### src/rtl/log_unit_pipe.sv
// log_unit_pipe: pipelined bitwise logic unit with chaining accumulator and a
// 2-entry (main + skid) output buffer behind a valid/ready handshake.
//
// Optional feature macro: LOG_UNIT_PIPE_FLAGS_EN
//   defined   -> out_zero / out_parity are computed at accept and buffered
//                alongside each result
//   undefined -> no flag storage; out_zero / out_parity tied to 0
//
// Ports:
//   clk, rst            clock, asynchronous active-high reset
//   in_valid/in_ready   operand beat handshake
//   x, y, op, in_acc    operands, op select, use accumulator in place of x
//   out_valid/out_ready result handshake
//   out                 result
//   out_zero            result == 0 (feature-gated)
//   out_parity          XOR-reduce of result (feature-gated)
module log_unit_pipe #(
  parameter int unsigned WIDTH = 16
) (
  input  logic             clk,
  input  logic             rst,
  input  logic             in_valid,
  output logic             in_ready,
  input  logic [WIDTH-1:0] x,
  input  logic [WIDTH-1:0] y,
  input  logic [2:0]       op,
  input  logic             in_acc,
  output logic             out_valid,
  input  logic             out_ready,
  output logic [WIDTH-1:0] out,
  output logic             out_zero,
  output logic             out_parity
);

  // Buffer entry layout: {parity, zero, data} with flags, data alone without.
`ifdef LOG_UNIT_PIPE_FLAGS_EN
  localparam int unsigned ENT_W = WIDTH + 2;
`else
  localparam int unsigned ENT_W = WIDTH;
`endif

  logic [WIDTH-1:0] acc_q, acc_d;
  logic [ENT_W-1:0] main_q, main_d;
  logic [ENT_W-1:0] skid_q, skid_d;
  logic             main_valid_q, main_valid_d;
  logic             skid_valid_q, skid_valid_d;

  logic [WIDTH-1:0] a;
  logic [WIDTH-1:0] r;
  logic [ENT_W-1:0] r_ent;
  logic             accept;
  logic             drain;

  // Operand select and operation
  always_comb begin
    a = in_acc ? acc_q : x;
    r = '0;
    case (op)
      3'b000:  r = a & y;
      3'b001:  r = a | y;
      3'b010:  r = a ^ y;
      3'b011:  r = ~(a | y);
      3'b100:  r = a & ~y;
      3'b101:  r = ~(a & y);
      3'b110:  r = a;
      3'b111:  r = y;
      default: r = '0;
    endcase
  end

  // Pack the result (and flags when built) into a buffer entry
`ifdef LOG_UNIT_PIPE_FLAGS_EN
  assign r_ent = {^r, (r == '0), r};
`else
  assign r_ent = r;
`endif

  // Ready depends only on registered skid occupancy (and reset), never on out_ready
  assign in_ready = !skid_valid_q && !rst;
  assign accept   = in_valid && in_ready;
  assign drain    = main_valid_q && out_ready;

  // Buffer and accumulator next-state
  always_comb begin
    acc_d        = acc_q;
    main_d       = main_q;
    skid_d       = skid_q;
    main_valid_d = main_valid_q;
    skid_valid_d = skid_valid_q;

    if (accept) acc_d = r;

    if (drain) begin
      if (skid_valid_q) begin
        // skid full implies no accept this cycle; promote skid into main
        main_d       = skid_q;
        main_valid_d = 1'b1;
        skid_valid_d = 1'b0;
      end else if (accept) begin
        main_d = r_ent;
      end else begin
        main_valid_d = 1'b0;
      end
    end else if (accept) begin
      if (!main_valid_q) begin
        main_d       = r_ent;
        main_valid_d = 1'b1;
      end else begin
        skid_d       = r_ent;
        skid_valid_d = 1'b1;
      end
    end
  end

  // State registers
  always_ff @(posedge clk or posedge rst) begin
    if (rst) begin
      acc_q        <= '0;
      main_q       <= '0;
      skid_q       <= '0;
      main_valid_q <= 1'b0;
      skid_valid_q <= 1'b0;
    end else begin
      acc_q        <= acc_d;
      main_q       <= main_d;
      skid_q       <= skid_d;
      main_valid_q <= main_valid_d;
      skid_valid_q <= skid_valid_d;
    end
  end

  assign out_valid = main_valid_q;
  assign out       = main_q[WIDTH-1:0];

`ifdef LOG_UNIT_PIPE_FLAGS_EN
  assign out_zero   = main_q[WIDTH];
  assign out_parity = main_q[WIDTH+1];
`else
  assign out_zero   = 1'b0;
  assign out_parity = 1'b0;
`endif

endmodule

### config.mk
export PLATFORM = sky130hd
export DESIGN_NAME = log_unit_pipe
export DESIGN_NICKNAME = d
export VERILOG_FILES = /design/src/rtl/log_unit_pipe.sv
export SDC_FILE = /design/constraint.sdc
export NUM_CORES = 1
export LEC_CHECK = 0
export CAP_MARGIN = 20
export CELL_PAD_IN_SITES_DETAIL_PLACEMENT = 1
export CELL_PAD_IN_SITES_GLOBAL_PLACEMENT = 1
export CORE_UTILIZATION = 40
export CTS_BUF_LIST = sky130_fd_sc_hd__clkbuf_16
export CTS_CLUSTER_DIAMETER = 30
export CTS_CLUSTER_SIZE = 12
export DETAILED_ROUTE_END_ITERATION = 8
export PLACE_DENSITY = 0.88
export SLEW_MARGIN = 20
export SYNTH_ARGS = -nofsm -noshare
export SYNTH_HDL_FRONTEND = slang
export SYNTH_SLANG_ARGS = --single-unit
### constraint.sdc
create_clock -name clk -period 4.54 [get_ports clk]
set_input_delay 0.681 -clock clk [delete_from_list [all_inputs] [get_ports clk]]
set_output_delay 0.681 -clock clk [all_outputs]
set_load 0.02 [all_outputs]
==> summary.txt, run 1 <==
====================================================================================
Run status ............................................................    completed
Remaining global-route overflow .......................................            0
Commonest cells in the netlist ........................................ dfrtp_1 (50), ha_1 (48), nand2_1 (46)
Worst path required time ..............................................      4.67 ns
Net switching power ...................................................       863 uW
Drc violations ........................................................            0
Layout fillers ........................................................         1172
Kind of critical path .................................................       in2reg
Final hold violations .................................................            0
Combinational power share .............................................        45.8%
Crit path capture type ................................................    flip-flop
Detailed placement HPWL ...............................................      9160 um
Slew margin rel. ......................................................        35.4%
Via-per-instance ratio ................................................         5.73
Total power draw ......................................................      2.21 mW
FF+latch count, synth .................................................           50
Clock tree from TritonCTS .............................................          yes
Number of unique standard cell types used by synthesis ................           63
Worst min-delay path startpoint .......................................   skid_q[10]
TNS Setup .............................................................         0 ns
Switching power share of the total ....................................        39.1%
Sequential cell area fraction in the yosys report .....................        29.9%
Wire length of the first global-routing pass ..........................     19900 um
Number of cells in the design after placement .........................          626
Antenna violations before repair ......................................            0
Nets ..................................................................          588
Maximum clock frequency ...............................................      305 MHz
Die boundary height ...................................................       104 um
Total number of H-tree levels .........................................            2
Routed length per placed instance .....................................      19.3 um
Signal arrival time at the worst endpoint .............................      3.41 ns
Seq pwr share .........................................................        35.5%
Vias ..................................................................         3631
Worst-path clk slew ...................................................      0.06 ns
Count of flip-flops with a built-in enable after synthesis ............            0
TritonCTS sink count ..................................................           50
Total wire length after detailed routing ..............................     12200 um
Share of flip-flops with an asynchronous set or reset after synthesis .         100%
Layout cells sized above 1 ............................................        8.18%
Worst clock skew ......................................................   0.00671 ns
Antenna cell count ....................................................            0
Share of Yosys cell area claimed by the top area cell type ............        29.9%
Violation count after the first detailed-route iteration ..............          145
Growth of design area from synthesis to finish ........................        17.2%
Source of the critical timing path ....................................       in_acc
Post-Syn Instances ....................................................          461
Overall track demand over capacity in global routing ..................        22.9%
Total power density per cell area .....................................  450 mW/mm^2
First-pass detailed-route iteration total .............................            4
TritonCTS buffer count ................................................            5
Number of gates resized after CTS .....................................            0
I/O Pins ..............................................................           60
Final setup violation count ...........................................            0
Total die area ........................................................ 0.0109 sq mm
Cell-internal power ...................................................      1.34 mW
Peak ir drop on the vdd network .......................................     0.244 mV
Total standard cell area after synthesis .............................. 0.00418 sq mm
Cell at the root of the clock tree ....................................    clkbuf_16
Core region area ...................................................... 0.00995 sq mm
Main flop type after synthesis ........................................      dfrtp_1
RSZ-0062 raised after global routing ..................................           no
Hold Path Class .......................................................      reg2reg
Post-layout instance count excluding filler cells .....................          634
Standby leakage power .................................................      2.31 nW
Average cell area after synthesis .....................................   9.07 sq um
Critical path launch point type .......................................   input port
Setup Fix Bufs, Post-CTS ..............................................            0
Time the worst path needs with I/O delays and setup ...................      3.28 ns
Actual transition at the worst max-transition pin .....................     0.966 ns
Max Cap Violations ....................................................            0
Number of input and output port buffers inserted ......................           57
Top cells by area, synth .............................................. dfrtp_1 (30%), ha_1 (14%), mux2i_1 (6.7%)
Share of total power in the clock network .............................        18.7%
Hold buffer count at CTS ..............................................            0
Via count of the first global-routing pass ............................         3952
Max Root-Sink Buffers .................................................            2
Maximum fanout count along the critical path ..........................           12
Placement Rows ........................................................           36
Source-to-sink clock delay at the later pin of the worst-skew pair ....      0.29 ns
Number of pins with negative max-slew slack in the final report .......            0
Most frequently used cell type in the post-synthesis netlist ..........      dfrtp_1
Final weighted congestion in routability-driven placement .............        0.820
Yosys warning count ...................................................            0
Horizontal die dimension ..............................................       104 um
Post-synth top area cell ..............................................      dfrtp_1
Startpoint of the worst register-to-register path ..................... skid_valid_q
Residual antenna-violating net count after detailed routing ...........            0
Period Utilization, post-route ........................................        72.2%
Starting density of the core ..........................................        42.0%
Largest net degree at the start of global routing .....................           51
====================================================================================
-- metal layers --
layer / wire (um) / track usage (%) / vias up
met3: 321 / 2.63 / 28
met2: 6560 / 43.9 / 88
met5: 0 / 0 / -
met1: 5030 / 26.5 / 1815
met4: 322 / 6.84 / 0
li1: - / - / 1700
-- sequential cells by signal, indices dropped and copies added, names as in the netlist --
| signal | count |
|---|---|
| acc_q | 16 |
| out | 16 |
| out_valid | 1 |
| skid_q | 16 |
| skid_valid_q | 1 |
-- path summary, 6_finish.rpt --
check | to | depth (start not counted) | slack, ns
worst min-delay path | skid_q[10] | 2 | 0.49
min in group asynchronous | skid_q[6] | 2 | 0.95
worst max register to register | out[9] | 5 | 2.14
max in group asynchronous | acc_q[10] | 2 | 3.05
worst min register to register | skid_q[10] | 2 | 0.49
worst max-delay path | acc_q[10] | 10 | 1.26
-- cells in the final DEF (no fill, tap or decap), types with 4 or more instances in the layout --
cell type         n
clkdlybuf4s50_1  57
dfrtp_1          50
ha_1             48
nand2_1          45
inv_1            34
nor2_1           29
mux2i_1          28
o21ai_1          25
a21oi_1          18
a22oi_1          17
o31ai_1          14
nand2b_1         12
o21ai_0          12
or3_1             8
nor2b_1           6
o22ai_1           6
o221ai_1          5
a211o_1           5
and2_1            5
clkbuf_16         5
a2bb2oi_1         4
xnor2_1           4
buf_4             4
-- metrics by stage --
| step | util, % | hold WS, ns | instance area (sq um) | setup slack (ns) |
|---|---|---|---|---|
| finish | 49.2 | 0.487 | 4900 | 1.26 |
| detailed placement | 47.5 | 0.476 | 4730 | 0.985 |
| CTS | 49.2 | 0.491 | 4900 | 1.27 |
| global route | 49.2 | 0.512 | 4900 | 1.06 |
| global placement | 47.5 | 0.463 | 4730 | 1.06 |
| floorplan | - | 0.448 | 4180 | 2.22 |
-- cell type report --
class / instances / area [sq um] / share of cell area, %
clock inverters: 3 / 37.5 / 0.766
multi-input cells: 345 / 2580 / 52.6
flip-flops and latches: 50 / 1250 / 25.5
inverters: 37 / 143 / 2.91
clock buffers: 5 / 125 / 2.55
repair buffers: 61 / 601 / 12.3
well taps: 133 / 166 / 3.40
-- logic make-up (layout without fill, tap and decap cells) --
family | Yosys count | after routing | synth area share [%]
DFF | 50 | 50 | 29.9
and+or+nand+nor | 122 | 122 | 14.6
adders and majority gates | 48 | 48 | 14.4
AOI/OAI and AO/OA | 134 | 134 | 22.7
other | 1 | 2 | 0.0897
buffers and inverters | 67 | 106 | 8.59
xor gates and xnor gates | 7 | 7 | 1.47
muxes | 32 | 32 | 8.29
-- critical path, stage by stage --
cell and delay [ns]:
clkdlybuf4s50_1 1.03, buf_4 0.29, mux2i_1 0.34, inv_1 0.11, ha_1 0.20, nand2b_1 0.07, a2bb2oi_1 0.06, o221ai_1 0.34
and2_1 0.21, o21ai_0 0.08
-- power groups by stage --
stage	Sequential (mW)	Clock (mW)	Combinational [mW]
2_1_floorplan	0.831	0	0.586
3_3_place_gp	0.777	0	0.937
3_5_place_dp	0.790	0	1.00
4_1_cts	0.784	0.416	1.02
5_1_grt	0.805	0.434	1.11
6_report	0.783	0.412	1.01
No activity file was read; power rests on OpenSTA's default activity.
==> run 2, diff against run 1 <==
--- a/config.mk
+++ b/config.mk
@@ -8,7 +8,7 @@
 export CAP_MARGIN = 20
 export CELL_PAD_IN_SITES_DETAIL_PLACEMENT = 1
 export CELL_PAD_IN_SITES_GLOBAL_PLACEMENT = 1
-export CORE_UTILIZATION = 40
+export CORE_UTILIZATION = 38
 export CTS_BUF_LIST = sky130_fd_sc_hd__clkbuf_16
 export CTS_CLUSTER_DIAMETER = 30
 export CTS_CLUSTER_SIZE = 12
==> constraint.sdc (replaced) <==
create_clock -name clk -period 2.9 [get_ports clk]
set_input_delay 0.435 -clock clk [delete_from_list [all_inputs] [get_ports clk]]
set_output_delay 0.435 -clock clk [all_outputs]
set_load 0.02 [all_outputs]
==> run 2 against run 1 <==
Compared with the run above: clock power rose by 61%; via count stayed put; routed wire length up 0.88%; hold slack about the same; largest power group unchanged; setup slack worse by 0.85 ns; clock-buffer cell count unchanged; core utilization shrank 1.5 points; critical path depth is 2 lower; register-to-register slack lost 1.2 ns; sequential share of layout area shrank 0.57 points.
==> summary.txt, run 2 (synthesized netlist as in run 1, its figures left out) <==
=================================================================================
Die boundary height ................................................       107 um
Residual antenna-violating net count after detailed routing ........            0
Total wire length after detailed routing ...........................     12300 um
Placement Rows .....................................................           37
Number of cells in the design after placement ......................          637
Max Root-Sink Buffers ..............................................            2
Vias ...............................................................         3631
Nets ...............................................................          596
Reg2reg path depth .................................................            4
Worst slack on hold paths ..........................................     0.487 ns
Core region area ................................................... 0.0105 sq mm
Worst slack after detailed placement ...............................    0.0770 ns
Layout cells sized above 1 .........................................        9.82%
Largest net degree at the start of global routing ..................           51
Maximum fanout count along the critical path .......................           16
TritonCTS buffer count .............................................            5
Slowest cell on crit path ..........................................    a2111oi_2
Remaining global-route overflow ....................................            0
Final Worst Setup Slack ............................................     0.411 ns
Clock tree from TritonCTS ..........................................          yes
Overall track demand over capacity in global routing ...............        22.2%
Cell at the root of the clock tree .................................    clkbuf_16
Number of input and output port buffers inserted ...................           57
Slew margin rel. ...................................................        38.0%
Signal arrival time at the worst endpoint ..........................      2.64 ns
Via-per-instance ratio .............................................         5.63
Starting density of the core .......................................        39.8%
Area after DPL ..................................................... 0.00485 sq mm
Final hold violations ..............................................            0
Period Utilization, post-route .....................................        85.8%
Maximum clock frequency ............................................      402 MHz
Hold path cells ....................................................            2
Most common cell after layout, fill and taps aside ................. clkdlybuf4s50_1
Critical path launch point type ....................................   input port
Crit path capture type .............................................    flip-flop
Post-layout instance count excluding filler cells ..................          645
Actual transition at the worst max-transition pin ..................     0.930 ns
First-pass detailed-route iteration total ..........................            4
Detailed placement HPWL ............................................      9300 um
Setup Fix Bufs, Post-CTS ...........................................            0
Antenna cell count .................................................            0
Final non-filler cell area ......................................... 0.00501 sq mm
Post-Route Utilization .............................................        47.7%
TNS Setup ..........................................................         0 ns
Final weighted congestion in routability-driven placement ..........        0.862
Drc violations .....................................................            0
Worst path required time ...........................................      3.05 ns
Run status .........................................................    completed
Standby leakage power ..............................................      2.36 nW
Total stage count of the critical path .............................            8
I/O Pins ...........................................................           60
Kind of cell adding the most delay to the critical path ............ compound AO/OA/AOI/OAI gates
RSZ-0062 raised after global routing ...............................           no
Worst-path clk slew ................................................      0.06 ns
Total power density per cell area ..................................  694 mW/mm^2
Worst clock skew ...................................................   0.00461 ns
Violation count after the first detailed-route iteration ...........          164
Total power draw ...................................................      3.48 mW
Max Cap Violations .................................................            0
Number of gates resized after CTS ..................................            0
Hold buffer count at CTS ...........................................            0
Total number of H-tree levels ......................................            2
Delay of the slowest cell on the worst path ........................      0.57 ns
Antenna violations before repair ...................................            0
Final setup violation count ........................................            0
Growth of design area from synthesis to finish .....................        19.9%
Via count of the first global-routing pass .........................         3910
Kind of critical path ..............................................       in2reg
Total die area ..................................................... 0.0114 sq mm
List of cells traversed by the critical path ....................... clkdlybuf4s50_1 -> buf_12 -> mux2i_1 -> ha_1 -> nand2b_1 -> a21oi_1 -> a2111oi_2 -> o31ai_1
Number of pins with negative max-slew slack in the final report ....            0
Hold Path Class ....................................................      reg2reg
TritonCTS sink count ...............................................           50
Source-to-sink clock delay at the later pin of the worst-skew pair .      0.29 ns
Wire length of the first global-routing pass .......................     19700 um
Routed length per placed instance ..................................      19.1 um
Highest-count cells in the layout ignoring fill and taps ........... clkdlybuf4s50_1 (57), dfrtp_1 (50), ha_1 (48)
Horizontal die dimension ...........................................       107 um
Time the worst path needs with I/O delays and setup ................      2.49 ns
Buf/Inv on CP ......................................................            2
Peak ir drop on the vdd network ....................................     0.420 mV
=================================================================================
## run 2: cell types whose count changed in the layout (fill, tap and decap cells not counted)
| cell | change |
|---|---|
| inv_1 | -2 |
| inv_2 | +1 |
| buf_4 | +4 |
| buf_12 | +4 |
| nand2_2 | -1 |
| clkinv_2 | +1 |
| nand2_1 | +1 |
## run 2: report_power, final
part           leakage, nW  internal, mW  total (mW)  switching, mW
registers            0.631          1.01        1.23          0.218
clock network       0.0836         0.404       0.664          0.260
logic                 1.64         0.705        1.58          0.877
## run 2: per-layer routing
layer  global-route usage, %  wire length [um]  up-vias
li1                        -                 -     1712
met1                    26.7              5270     1816
met2                    40.4              6330       77
met3                    2.74               347       26
met4                    7.73               393        0
met5                       0                 0        -
## run 2: final cells by class
| class | count | area, sq um |
|---|---|---|
| Fill cell | 1211 | 5500 |
| Tap cell | 136 | 170 |
| Clock buffer | 5 | 125 |
| Timing Repair Buffer | 69 | 711 |
| Inverter | 37 | 141 |
| Clock inverter | 3 | 40.0 |
| Multi-Input combinational cell | 345 | 2570 |
| Sequential cell | 50 | 1250 |
## run 2: final timing paths
check,from,endpoint,slack (ns)
max,in_acc,skid_q[4],0.41
min,skid_q[7],skid_q[7],0.49
max reg2reg,out_valid,out[9],0.90
min reg2reg,skid_q[7],skid_q[7],0.49
max in group asynchronous,rst,out[6],1.75
min in group asynchronous,rst,out_valid,0.71
## run 2: worst register-to-register path: cells and delay by family, from the launching register on
family / cells / cell delay [ns]
DFF: 1 / 0.44
AOI/OAI and AO/OA: 2 / 1.03
and+or+nand+nor: 2 / 0.42
==> variant 1 (settings of run 2) <==
Set the parameter `WIDTH` to 14 (it was 16).
--- a/src/rtl/log_unit_pipe.sv
+++ b/src/rtl/log_unit_pipe.sv
@@ -15,7 +15,7 @@
 //   out_zero            result == 0 (feature-gated)
 //   out_parity          XOR-reduce of result (feature-gated)
 module log_unit_pipe #(
-  parameter int unsigned WIDTH = 16
+  parameter int unsigned WIDTH = 14
 ) (
   input  logic             clk,
   input  logic             rst,
Ports: changed (resized out, x and y); port bits go from 60 to 54. The function was not compared with the original's and may differ.
==> variant 1 against run 2 <==
Global-route usage is 0.24 points lower; power fell by 9.3%; sequential cell count fell by 6; register-to-register slack worse by 30 ps; fmax decreased by 2.3%; via count fell by 12%; synthesized area down 12%; critical path depth up 1; clock skew is 0.58 ps higher; routed wire length decreased by 14%; setup slack got worse by 59 ps; final area is 11% lower; clock power shrank 2%; critical path type unchanged; largest cell class unchanged.
==> variant 1: results (changes against run 2) <==
| Metric | Value |
|---|---|
| Outcome | finished clean |
| Leakage | 2.09 nW (-12%) |
| Leading post-synthesis cells by cell area | dfrtp_1 30%, ha_1 14%, nand2_1 4.3%, mux2i_1 3.5%, nand2b_1 3.4% |
| Ant diodes | 0 (unchanged) |
| WL final | 10.6 mm (-14%) |
| Max VDD drop | 0.000419 V (-0.42%) |
| Routing usage on met1 | 25.9% (-0.74 points) |
| Max clock buf depth | 2 (unchanged) |
| DR pass1 iterations | 4 (unchanged) |
| Final GP Congestion | 0.841 (-2.4%) |
| Largest net degree at the start of global routing | 45 (-12%) |
| First-pass GRT wire length | 17.0 mm (-13%) |
| CTS clk-pin slew, worst paths | 60 ps (about the same) |
| Root buf cell | clkbuf_16 |
| Most frequent cells after synthesis | 44 x dfrtp_1, 42 x ha_1, 42 x nand2_1, 32 x inv_1 |
| CTS Buf Count | 5 (unchanged) |
| Top Family by Delay on Critical Path | buffers and inverters |
| Crit-path slowest cell | clkdlybuf4s50_1 |
| Nets | 529 (-11%) |
| H-tree depth | 2 (unchanged) |
| Worst-path fanout max | 14 (-2) |
| Hold Crit Class | flip-flop to flip-flop |
| Fin Clk Skew | 5.20 ps (+0.585 ps) |
| Buffers added on ports | 51 (-11%) |
| Share of cells above drive strength 1 | 10.2% (+0.35 points) |
| Vias | 3199 (-12%) |
| Post-synthesis sequential area ratio | 30.0% (+0.042 points) |
| GRT Overall Usage | 21.9% (-0.24 points) |
| CP peak stage delay | 500 ps (-70 ps) |
| Number of global-route vias before repair | 3409 (-13%) |
| Total chip power | 0.00315 W (-9.3%) |
| Placed cell area | 0.00430 mm² (-11%) |
| M3 GR Usage | 3.06% (+0.33 points) |
| Setup violators final | 0 (unchanged) |
| Post-synthesis cell type count | 56 (-11%) |
| Max transition margin | 52.1% (+14 points) |
| DP HPWL | 7.99 mm (-14%) |
| Iter 0 DRT Violations | 84 (-49%) |
| Met2 GRT Util | 41.8% (+1.4 points) |
| CP arrival | 2710 ps (+70 ps) |
| Top FF cell, synth | dfrtp_1 |
-- variant 1: cell count changes after synthesis, moves of 5 or more --
cell	change
a21oi_1	-9
dfrtp_1	-6
ha_1	-6
mux2i_1	-15
nand2b_1	+8
nor2_1	-7
nor2b_1	-5
o211ai_1	+6
o31ai_1	-7
or3_1	-6
-- variant 1: worst paths after layout --
path                            start    endpoint  slack, ps  cells past startpoint
min reg2reg                skid_q[10]  skid_q[10]        490                      2
max in group asynchronous         rst    acc_q[7]       1870                      3
min in group asynchronous         rst   out_valid        650                      3
max                            in_acc      out[7]        350                      9
max reg2reg                  acc_q[7]      out[7]        870                      7
min                        skid_q[10]  skid_q[10]        490                      2
-- variant 1: cell type report --
cell class / instances / area [µm²]
sequential: 44 / 1100
inverter: 33 / 126
clock buffer: 5 / 125
fill: 1089 / 4820
multi-input combinational: 298 / 2250
timing repair buffer: 69 / 658
tap: 129 / 161
clock inverter: 3 / 42.5
-- variant 1: worst min-delay path: stages, from the launching register on --
cell     delay (ps)
dfrtp_1         350
nand2_1          50
o21ai_0          60
-- variant 1: logic make-up (layout without fill, tap and decap cells) --
kind of cell / count (synthesis) / in the layout / share of synthesized area [%]
flip-flops: 44 / 44 / 30.0
AND/OR/NAND/NOR: 107 / 107 / 14.0
adder cells (fa/ha/maj): 42 / 42 / 14.3
AO/OA/AOI/OAI: 111 / 111 / 21.1
other: 1 / 2 / 0.102
multiplexers: 27 / 27 / 9.50
XOR/XNOR: 9 / 9 / 2.15
buffers and inverters: 60 / 110 / 8.92
-- variant 1: power by group --
part | internal, W | leakage (nW) | switching, W
registers | 0.000894 | 0.555 | 0.000206
logic | 0.000646 | 1.45 | 0.000753
clock network | 0.000405 | 0.0814 | 0.000248
total | 0.00195 | 2.09 | 0.00121
-- variant 1: metal layers --
layer	wire length, µm	up-vias	share of wire (%)
met5	0	-	0
met4	129	0	1.2
met3	442	13	4.2
met2	5640	77	53
met1	4380	1607	41
li1	-	1502	-
-- variant 1: through the flow --
step / setup WS (ps) / cells
2_1_floorplan: 931 / 402
3_3_place_gp: 297 / 573
3_5_place_dp: 155 / 573
4_1_cts: 347 / 581
5_1_grt: 260 / 581
6_report: 352 / 581
==> variant 2 (flow settings as in run 2) <==
Without the edit above. Make the reset (`rst`) synchronous in one clocked block. Comments in the files are not updated.
--- a/src/rtl/log_unit_pipe.sv
+++ b/src/rtl/log_unit_pipe.sv
@@ -113,7 +113,7 @@
   end
 
   // State registers
-  always_ff @(posedge clk or posedge rst) begin
+  always_ff @(posedge clk) begin
     if (rst) begin
       acc_q        <= '0;
       main_q       <= '0;
Formal check against the unedited RTL: differs if rst is asserted again (counterexample within 4 cycles, from zero or initial values and one cycle with rst high); with rst held inactive, the same outputs for 4 cycles.
==> variant 2 against run 2 <==
Critical path depth up 2; setup slack lost 170 ps; routed wire length increased by 0.43%; final area is 3.1% lower; first-iteration DRC count fell by 7.3%; hold slack lost 25 ps; synthesized area down 4.2%; largest cell class unchanged; sequential cell count unchanged.
Power is not compared: it rests on default switching activity, and its combinational part moved more than twofold at a synthesized area within 25%.
==> variant 2: results (changes against run 2) <==
| Metric | Value |
|---|---|
| Final GP Congestion | 0.823 (-4.5%) |
| Post-synthesis sequential area ratio | 25.0% (-4.9 points) |
| Largest net degree at the start of global routing | 44 (-14%) |
| Most frequent cells after synthesis | 56 x a21oi_1, 50 x dfxtp_1, 48 x ha_1, 42 x o21ai_0, 35 x nand2_1 |
| Fin Clk Skew | 6.04 ps (+1.42 ps) |
| Share of cells above drive strength 1 | 6.25% (-3.6 points) |
| Crit-path slowest cell | o311ai_1 |
| Post-Synth Adder-Cell Area | 15.0% (+0.63 points) |
| Multiplexer share of the synthesized area | 4.09% (-4.2 points) |
| Synth Area in Compound Gates | 25.4% (+2.7 points) |
| DP HPWL | 8.96 mm (-3.6%) |
| CP arrival | 2890 ps (+250 ps) |
| WL final | 12.4 mm (+0.43%) |
| Vias | 3900 (+7.4%) |
| Initial Util | 39.0% (-0.82 points) |
| XOR/XNOR Fraction of Synth Area | 2.84% (+1.4 points) |
| Leakage | 2.11 nW |
| Ys async rst share | 0% (-100 points) |
| Post-synthesis cell type count | 45 (-29%) |
| Ant diodes | 0 (unchanged) |
| Number of global-route vias before repair | 4153 (+6.2%) |
| GRT Overall Usage | 23.0% (+0.89 points) |
| Dpl ws | -15.0 ps (-92.0 ps) |
| Leading post-synthesis cells by cell area | dfxtp_1 25%, ha_1 15%, a21oi_1 7.0%, nor2b_1 5.3%, o21ai_0 5.3% |
| Outcome | finished clean |
| Max transition margin | 48.2% (+10 points) |
| Nets | 647 (+8.6%) |
| Top Family by Delay on Critical Path | compound AO/OA/AOI/OAI gates |
| CP peak stage delay | 540 ps (-30 ps) |
| Hold Crit Class | flip-flop to flip-flop |
| Iter 0 DRT Violations | 152 (-7.3%) |
## variant 2: report_power, final
group / internal, W / switching, W / total (W)
registers: 0.000727 / 0.0000244 / 0.000751
logic: 0.000249 / 0.000316 / 0.000565
clock network: 0.000409 / 0.000274 / 0.000683
total: 0.00138 / 0.000614 / 0.00200
## variant 2: cell type report
| class | instances | area (µm²) |
|---|---|---|
| Fill cell | 1254 | 5420 |
| Multi-Input combinational cell | 392 | 2660 |
| Sequential cell | 50 | 1000 |
| Timing Repair Buffer | 74 | 718 |
| Tap cell | 136 | 170 |
| Inverter | 36 | 135 |
| Clock buffer | 5 | 125 |
| Clock inverter | 3 | 43.8 |
## variant 2: through the flow
step	area, µm²	setup TNS [ps]	cells	power (W)	utilization (%)
6_report	4860	0	696	0.00200	47.3
5_1_grt	4860	0	696	0.00210	47.3
4_1_cts	4860	0	696	0.00201	47.3
3_5_place_dp	4690	-15.0	688	0.00133	45.6
3_3_place_gp	4690	0	688	0.00129	45.6
2_1_floorplan	4010	0	517	0.00112	-
## variant 2: worst paths after layout
check        slack, ps        end  cells past startpoint  startpoint
min reg2reg        460  skid_q[1]                      2   skid_q[1]
max                240     out[5]                     10      in_acc
max reg2reg        870     out[5]                      8    acc_q[5]
min                460  skid_q[1]                      2   skid_q[1]
## variant 2: metal layers
layer,global-route usage [%],part of all wire (%),vias to the layer above
li1,-,-,1863
met1,25.0,40,1914
met2,44.7,54,98
met3,3.31,3.1,25
met4,8.35,3.1,0
met5,0,0,-
## variant 2: worst reg2reg max path: cells and delay by family (launching register included)
family	cells	cell delay, ps
adders and majority gates	1	130
DFF	1	310
muxes	1	300
AOI/OAI and AO/OA	3	870
and+or+nand+nor	2	290
buffers and inverters	1	70
